<file path="src/rtl/mult_div_unit.sv">
// Multicycle signed multiply/divide unit: radix-2 Booth multiplier and signed
// restoring divider sharing one iteration counter and FSM; results land in HI/LO.
module mult_div_unit #(
  parameter int unsigned WIDTH = 32,
  parameter int unsigned CNT_W = 6
) (
  input  logic             clock,
  input  logic             Reset,
  input  logic [WIDTH-1:0] A,
  input  logic [WIDTH-1:0] B,
  input  logic             MultStart,
  input  logic             DivStart,
  output logic [WIDTH-1:0] HI,
  output logic [WIDTH-1:0] LO,
  output logic             Busy,
  output logic             Done,
  output logic             DivZero
);

  typedef enum logic [1:0] {S_IDLE, S_MULT, S_DIV, S_DONE} state_t;

  state_t             r_state;
  state_t             w_state_next;
  logic [CNT_W-1:0]   r_cnt;
  logic [WIDTH-1:0]   r_acc;     // Booth accumulator / division remainder
  logic [WIDTH-1:0]   r_q;       // Booth multiplier / division quotient
  logic               r_qm1;
  logic [WIDTH-1:0]   r_mcand;   // multiplicand / |divisor|
  logic               r_qsign;
  logic               r_rsign;
  logic               r_divzero;
  logic [WIDTH-1:0]   r_hi;
  logic [WIDTH-1:0]   r_lo;

  logic               w_last;
  logic               w_div_zero;
  logic               w_start;
  logic [WIDTH-1:0]   w_abs_a;
  logic [WIDTH-1:0]   w_abs_b;
  logic [WIDTH:0]     w_booth_sum;
  logic [WIDTH:0]     w_shift;
  logic [WIDTH:0]     w_diff;
  logic [WIDTH-1:0]   w_rem_next;
  logic [WIDTH-1:0]   w_quo_next;
  logic [WIDTH-1:0]   w_rem_signed;
  logic [WIDTH-1:0]   w_quo_signed;

  assign w_last     = (r_cnt == CNT_W'(WIDTH - 1));
  assign w_div_zero = (r_cnt == '0) && (r_mcand == '0);
  assign w_start    = MultStart || DivStart;
  assign w_abs_a    = A[WIDTH-1] ? (~A + WIDTH'(1)) : A;
  assign w_abs_b    = B[WIDTH-1] ? (~B + WIDTH'(1)) : B;

  // Booth step on a WIDTH+1-bit adder so that subtracting the most negative multiplicand cannot overflow
  always_comb begin
    w_booth_sum = {r_acc[WIDTH-1], r_acc};
    case ({r_q[0], r_qm1})
      2'b01:   w_booth_sum = {r_acc[WIDTH-1], r_acc} + {r_mcand[WIDTH-1], r_mcand};
      2'b10:   w_booth_sum = {r_acc[WIDTH-1], r_acc} + (~{r_mcand[WIDTH-1], r_mcand} + (WIDTH+1)'(1));
      default: w_booth_sum = {r_acc[WIDTH-1], r_acc};
    endcase
  end

  // Restoring division step on magnitudes; borrow out of the WIDTH+1-bit subtract selects restore
  assign w_shift      = {r_acc, r_q[WIDTH-1]};
  assign w_diff       = w_shift - {1'b0, r_mcand};
  assign w_rem_next   = w_diff[WIDTH] ? w_shift[WIDTH-1:0] : w_diff[WIDTH-1:0];
  assign w_quo_next   = {r_q[WIDTH-2:0], ~w_diff[WIDTH]};
  assign w_rem_signed = r_rsign ? (~w_rem_next + WIDTH'(1)) : w_rem_next;
  assign w_quo_signed = r_qsign ? (~w_quo_next + WIDTH'(1)) : w_quo_next;

  always_ff @(posedge clock or posedge Reset) begin
    if (Reset) r_state <= S_IDLE;
    else       r_state <= w_state_next;
  end

  always_comb begin
    w_state_next = r_state;
    case (r_state)
      S_IDLE: begin
        if (MultStart)     w_state_next = S_MULT;
        else if (DivStart) w_state_next = S_DIV;
      end
      S_MULT:  if (w_last) w_state_next = S_DONE;
      S_DIV:   if (w_div_zero || w_last) w_state_next = S_DONE;
      S_DONE:  w_state_next = S_IDLE;
      default: w_state_next = S_IDLE;
    endcase
  end

  always_comb begin
    Busy = 1'b0;
    Done = 1'b0;
    case (r_state)
      S_MULT:  Busy = 1'b1;
      S_DIV:   Busy = 1'b1;
      S_DONE:  Done = 1'b1;
      default: ;
    endcase
  end

  always_ff @(posedge clock or posedge Reset) begin
    if (Reset) begin
      r_cnt     <= '0;
      r_acc     <= '0;
      r_q       <= '0;
      r_qm1     <= 1'b0;
      r_mcand   <= '0;
      r_qsign   <= 1'b0;
      r_rsign   <= 1'b0;
      r_divzero <= 1'b0;
      r_hi      <= '0;
      r_lo      <= '0;
    end else begin
      case (r_state)
        S_IDLE: begin
          if (w_start) begin
            r_cnt     <= '0;
            r_divzero <= 1'b0;
            r_acc     <= '0;
            r_qm1     <= 1'b0;
            if (MultStart) begin
              r_mcand <= A;
              r_q     <= B;
            end else begin
              r_mcand <= w_abs_b;
              r_q     <= w_abs_a;
              r_qsign <= A[WIDTH-1] ^ B[WIDTH-1];
              r_rsign <= A[WIDTH-1];
            end
          end
        end
        S_MULT: begin
          r_acc <= w_booth_sum[WIDTH:1];
          r_q   <= {w_booth_sum[0], r_q[WIDTH-1:1]};
          r_qm1 <= r_q[0];
          r_cnt <= r_cnt + CNT_W'(1);
          if (w_last) begin
            r_hi <= w_booth_sum[WIDTH:1];
            r_lo <= {w_booth_sum[0], r_q[WIDTH-1:1]};
          end
        end
        S_DIV: begin
          if (w_div_zero) begin
            r_divzero <= 1'b1;
          end else begin
            r_acc <= w_rem_next;
            r_q   <= w_quo_next;
            r_cnt <= r_cnt + CNT_W'(1);
            if (w_last) begin
              r_hi <= w_rem_signed;
              r_lo <= w_quo_signed;
            end
          end
        end
        default: ;
      endcase
    end
  end

  assign HI      = r_hi;
  assign LO      = r_lo;
  assign DivZero = r_divzero;

endmodule

</file>
<file path="config.mk">
export PLATFORM = sky130hd
export DESIGN_NAME = mult_div_unit
export DESIGN_NICKNAME = d
export VERILOG_FILES = /design/src/rtl/mult_div_unit.sv
export SDC_FILE = /design/constraint.sdc
export NUM_CORES = 1
export LEC_CHECK = 0
export ABC_CLOCK_PERIOD_IN_PS = 7200
export CAP_MARGIN = 15
export CELL_PAD_IN_SITES_DETAIL_PLACEMENT = 0
export CELL_PAD_IN_SITES_GLOBAL_PLACEMENT = 1
export CORE_MARGIN = 4
export CORE_UTILIZATION = 45
export DETAILED_ROUTE_END_ITERATION = 12
export PLACE_DENSITY_LB_ADDON = 0.3
export SYNTH_ARGS = -nofsm -noshare
export SYNTH_HDL_FRONTEND = slang
export SYNTH_SLANG_ARGS = --single-unit
</file>
<file path="constraint.sdc">
create_clock -name clock -period 7.2 [get_ports clock]
set_clock_uncertainty 0.1 [all_clocks]
set_input_delay 1.44 -clock clock [delete_from_list [all_inputs] [get_ports clock]]
set_output_delay 1.44 -clock clock [all_outputs]
set_load 0.01 [all_outputs]
</file>
==> metrics.log <==
INFO  metric finalWirelength = 72,000 um
INFO  metric layout_common_cells = 322 x sky130_fd_sc_hd__nand2_1, 275 x sky130_fd_sc_hd__o21ai_0, 183 x sky130_fd_sc_hd__a21oi_1
INFO  metric cpPeakStageDelay = 0.57 ns
INFO  metric status = finished, final reports clean
INFO  metric io_buffer_count = 134
INFO  metric synthDominantAreaCellType = sky130_fd_sc_hd__dfrtp_1
INFO  metric layout.cells.most_common = sky130_fd_sc_hd__nand2_1
INFO  metric cp-end-kind = register
INFO  metric grt_antenna_before_repair = 0
INFO  metric ctsLongestPathBuffers = 2
INFO  metric post_synth_num_cell_types = 90
INFO  metric cts_htree_levels = 4
INFO  metric worst-endpoint-arrival = 7.00 ns
INFO  metric cts_sinks = 172
INFO  metric cts_made_buffers = 17
INFO  metric timing_worst_setup_path_type = reg -> reg
INFO  metric timing.critical_path.slowest_stage_cell = sky130_fd_sc_hd__xnor2_4
INFO  metric hold_class = reg -> reg
INFO  metric grt_first_pass_wirelength = 108,000 um
INFO  metric boundaryPins = 135
INFO  metric grt_start_max_net_pins = 68
INFO  metric floorplan.rows = 72
INFO  metric critical_path.top_delay_family = simple AND/OR/NAND/NOR gates
INFO  metric drt_pass1_iterations = 5
INFO  metric pins_over_slew_limit = 0
INFO  metric max_freq = 149 MHz
INFO  metric drt-vias-per-instance = 6.40
INFO  metric drv.max_cap_violation_count = 0
INFO  metric gpl.final_weighted_congestion = 1.04
INFO  metric grt_setup_unrepaired = false
INFO  metric cp_max_fo = 17
INFO  metric cts-resized-gates = 0
INFO  metric start_util = 0.458
INFO  metric synth_top_cells_by_area = sky130_fd_sc_hd__dfrtp_1 24%, sky130_fd_sc_hd__o21ai_0 7.8%, sky130_fd_sc_hd__ha_1 7.6%, sky130_fd_sc_hd__nand2_1 6.8%, sky130_fd_sc_hd__a21oi_1 5.2%
INFO  metric cts_tree = built
INFO  metric antenna-diode-count = 0
INFO  metric worst-slew-pin-transition = 1.27 ns
INFO  metric hold-worst-slack = 0.384 ns
INFO  metric power_per_cell_area = 538 nW/um^2
INFO  metric fraction_of_layout_instances_using_a_drive_strength_above_1 = 0.0540
INFO  metric synth-seq-cells = 172
INFO  metric mappedNetlistNets = 2,552
INFO  metric finalNetCount = 2,574
INFO  metric gr-usage-all-layers = 0.330
INFO  metric worst_ir_drop_vdd = 0.337 mV
INFO  metric grt_pass1_vias = 17.7k
INFO  metric cellLeakagePower = 8.34 nW
INFO  metric postCtsSetupBuffers = 0
INFO  metric clockRootBuffer = sky130_fd_sc_hd__clkbuf_16
INFO  metric detailedRoute.firstIterationViolations = 2,062
INFO  metric detailed_place_hpwl = 54,500 um
INFO  metric startpoint_type = register
INFO  metric drt.antenna.violating_nets = 0
INFO  metric critical_path_required = 7.49 ns
INFO  metric detailroute.via_count = 18.7k
INFO  metric report.final.setup_viol = 0
INFO  metric ys.flop_type = sky130_fd_sc_hd__dfrtp_1
INFO  metric synthArstFlopShare = 1.00
INFO  metric finalSetupTns = 0 ns
INFO  metric post_synthesis_cells = 2,373
INFO  metric layout_worst_path_cycle_share = 0.933
INFO  metric floorplan.die_area = 42,800 um^2
INFO  metric syn2layout_area_growth = 12.2%
INFO  metric cts_hold_buf = 0
INFO  metric post_dr_wirelength_cell = 24.6 um
INFO  metric critical_path_cell_list = inv_1 > ha_1 > inv_1 > fa_1 > nand3_1 > a211oi_1 > nor2_1 > o311ai_4 > o31ai_2 > xnor2_4 > inv_2 > nand2_1 > o21ai_0 > inv_1 > ha_1 > nand2_1 > or3_1 > or4_1 > nor4b_1 > o2111ai_1 > nor2_1 > a211oi_1 > a31o_2 > a211oi_1
INFO  metric grt_overflow_total = 0
INFO  metric synth.top_cell.area_share = 0.242
INFO  metric avgSynthCellArea = 7.51 um^2
INFO  metric hold_violations = 0
INFO  metric placeableCoreArea = 38,900 um^2
INFO  metric drc = 0
INFO  metric syn_area = 17,800 um^2
INFO  metric synth_enable_flop_cells = 0
INFO  metric share_of_the_yosys_chip_area_belonging_to_registers = 0.242
INFO  metric floorplan.die.width = 207 um
INFO  metric yosysWarnings = 0
INFO  metric finalCriticalPeriod = 6.71 ns
INFO  metric die-height = 207 um
INFO  metric clkLatencyLatePin = 0.47 ns
INFO  metric critical_path.n_buffers_inverters = 4
INFO  metric max_slew_margin = 0.132
INFO  metric clkTransAtPathRegs = 0.09 ns
==> synth_stat cells, types with 12 or more instances <==
cell,instances
sky130_fd_sc_hd__a211oi_1,23
sky130_fd_sc_hd__a21o_1,27
sky130_fd_sc_hd__a21oi_1,184
sky130_fd_sc_hd__a221oi_1,12
sky130_fd_sc_hd__a22o_1,36
sky130_fd_sc_hd__a22oi_1,60
sky130_fd_sc_hd__a31oi_1,25
sky130_fd_sc_hd__and3_1,14
sky130_fd_sc_hd__buf_1,17
sky130_fd_sc_hd__clkbuf_1,122
sky130_fd_sc_hd__dfrtp_1,172
sky130_fd_sc_hd__ha_1,108
sky130_fd_sc_hd__inv_1,91
sky130_fd_sc_hd__mux2_2,21
sky130_fd_sc_hd__mux2i_1,33
sky130_fd_sc_hd__nand2_1,322
sky130_fd_sc_hd__nand2b_1,28
sky130_fd_sc_hd__nand3_1,36
sky130_fd_sc_hd__nand4_1,12
sky130_fd_sc_hd__nor2_1,167
sky130_fd_sc_hd__nor2b_1,19
sky130_fd_sc_hd__nor3_1,42
sky130_fd_sc_hd__nor4_1,22
sky130_fd_sc_hd__o21a_1,15
sky130_fd_sc_hd__o21ai_0,277
sky130_fd_sc_hd__o21bai_1,14
sky130_fd_sc_hd__o22ai_1,19
sky130_fd_sc_hd__o31ai_1,38
sky130_fd_sc_hd__o41ai_1,21
sky130_fd_sc_hd__or3_1,34
sky130_fd_sc_hd__or4_1,14
sky130_fd_sc_hd__xnor2_1,98
sky130_fd_sc_hd__xor2_1,83
==> worst register-to-register path: stages, from the launching register on <==
cell and delay (ns):
sky130_fd_sc_hd__dfrtp_1 0.41, sky130_fd_sc_hd__inv_1 0.10, sky130_fd_sc_hd__ha_1 0.22, sky130_fd_sc_hd__inv_1 0.07, sky130_fd_sc_hd__fa_1 0.20, sky130_fd_sc_hd__nand3_1 0.17, sky130_fd_sc_hd__a211oi_1 0.43, sky130_fd_sc_hd__nor2_1 0.22
sky130_fd_sc_hd__o311ai_4 0.46, sky130_fd_sc_hd__o31ai_2 0.17, sky130_fd_sc_hd__xnor2_4 0.57, sky130_fd_sc_hd__inv_2 0.25, sky130_fd_sc_hd__nand2_1 0.12, sky130_fd_sc_hd__o21ai_0 0.16, sky130_fd_sc_hd__inv_1 0.09, sky130_fd_sc_hd__ha_1 0.18
sky130_fd_sc_hd__nand2_1 0.07, sky130_fd_sc_hd__or3_1 0.36, sky130_fd_sc_hd__or4_1 0.54, sky130_fd_sc_hd__nor4b_1 0.33, sky130_fd_sc_hd__o2111ai_1 0.33, sky130_fd_sc_hd__nor2_1 0.51, sky130_fd_sc_hd__a211oi_1 0.14, sky130_fd_sc_hd__a31o_2 0.24
sky130_fd_sc_hd__a211oi_1 0.21
==> kinds of logic after synthesis <==
| kind of cell | Yosys count | synth area share |
|---|---|---|
| adder cells (fa/ha/maj) | 111 | 0.0792 |
| AO/OA/AOI/OAI | 848 | 0.303 |
| flip-flops | 172 | 0.242 |
| AND/OR/NAND/NOR | 749 | 0.193 |
| buffers and inverters | 257 | 0.0603 |
| XOR/XNOR | 182 | 0.0905 |
| multiplexers | 54 | 0.0318 |
==> metal layers <==
| metal | GRT usage | part of all wire |
|---|---|---|
| met1 | 0.445 | 0.42 |
| met2 | 0.518 | 0.45 |
| met3 | 0.0637 | 0.081 |
| met4 | 0.143 | 0.044 |
| met5 | 0 | 0 |
==> state kept, by name, summed over array words and instances (netlist names) <==
| register | count |
|---|---|
| r_state | 2 |
| r_acc | 32 |
| r_cnt | 6 |
| LO | 32 |
| HI | 32 |
| r_qsign | 1 |
| r_rsign | 1 |
| r_mcand | 32 |
| r_q | 32 |
| DivZero | 1 |
| r_qm1 | 1 |
==> final cells by class <==
class	count	area [um^2]
Clock buffer	18	439
Clock inverter	14	173
Fill cell	3848	18900
Inverter	95	362
Multi-Input combinational cell	1944	12500
Sequential cell	172	4300
Tap cell	518	648
Timing Repair Buffer	165	1570
==> through the flow <==
step | setup WS (ns) | instance area (um^2) | cells | util | total power [mW]
2_1_floorplan | 1.00 | 17800 | 2373 | - | 7.27
5_1_grt | 0.176 | 20000 | 2926 | 0.514 | 11.5
4_1_cts | 0.665 | 20000 | 2926 | 0.514 | 10.5
6_report | 0.485 | 20000 | 2926 | 0.514 | 10.8
3_5_place_dp | 0.646 | 19400 | 2894 | 0.498 | 9.51
3_3_place_gp | 0.780 | 19400 | 2894 | 0.498 | 9.49
==> path summary, 6_finish.rpt <==
kind	startpoint	depth (start not counted)	slack [ns]	endpoint
max in group asynchronous	Reset	3	4.31	HI[8]
hold reg to reg	LO[30]	2	0.38	LO[30]
setup / recovery	r_q[31]	24	0.49	HI[28]
hold / removal	LO[30]	2	0.38	LO[30]
min in group asynchronous	Reset	2	1.33	HI[29]
setup reg to reg	r_q[31]	24	0.49	HI[28]
==> power by group <==
part | internal [mW] | switching, mW
registers | 1.24 | 0.492
logic | 2.75 | 5.28
clock network | 0.509 | 0.495
(Power assumes the default switching activity.)
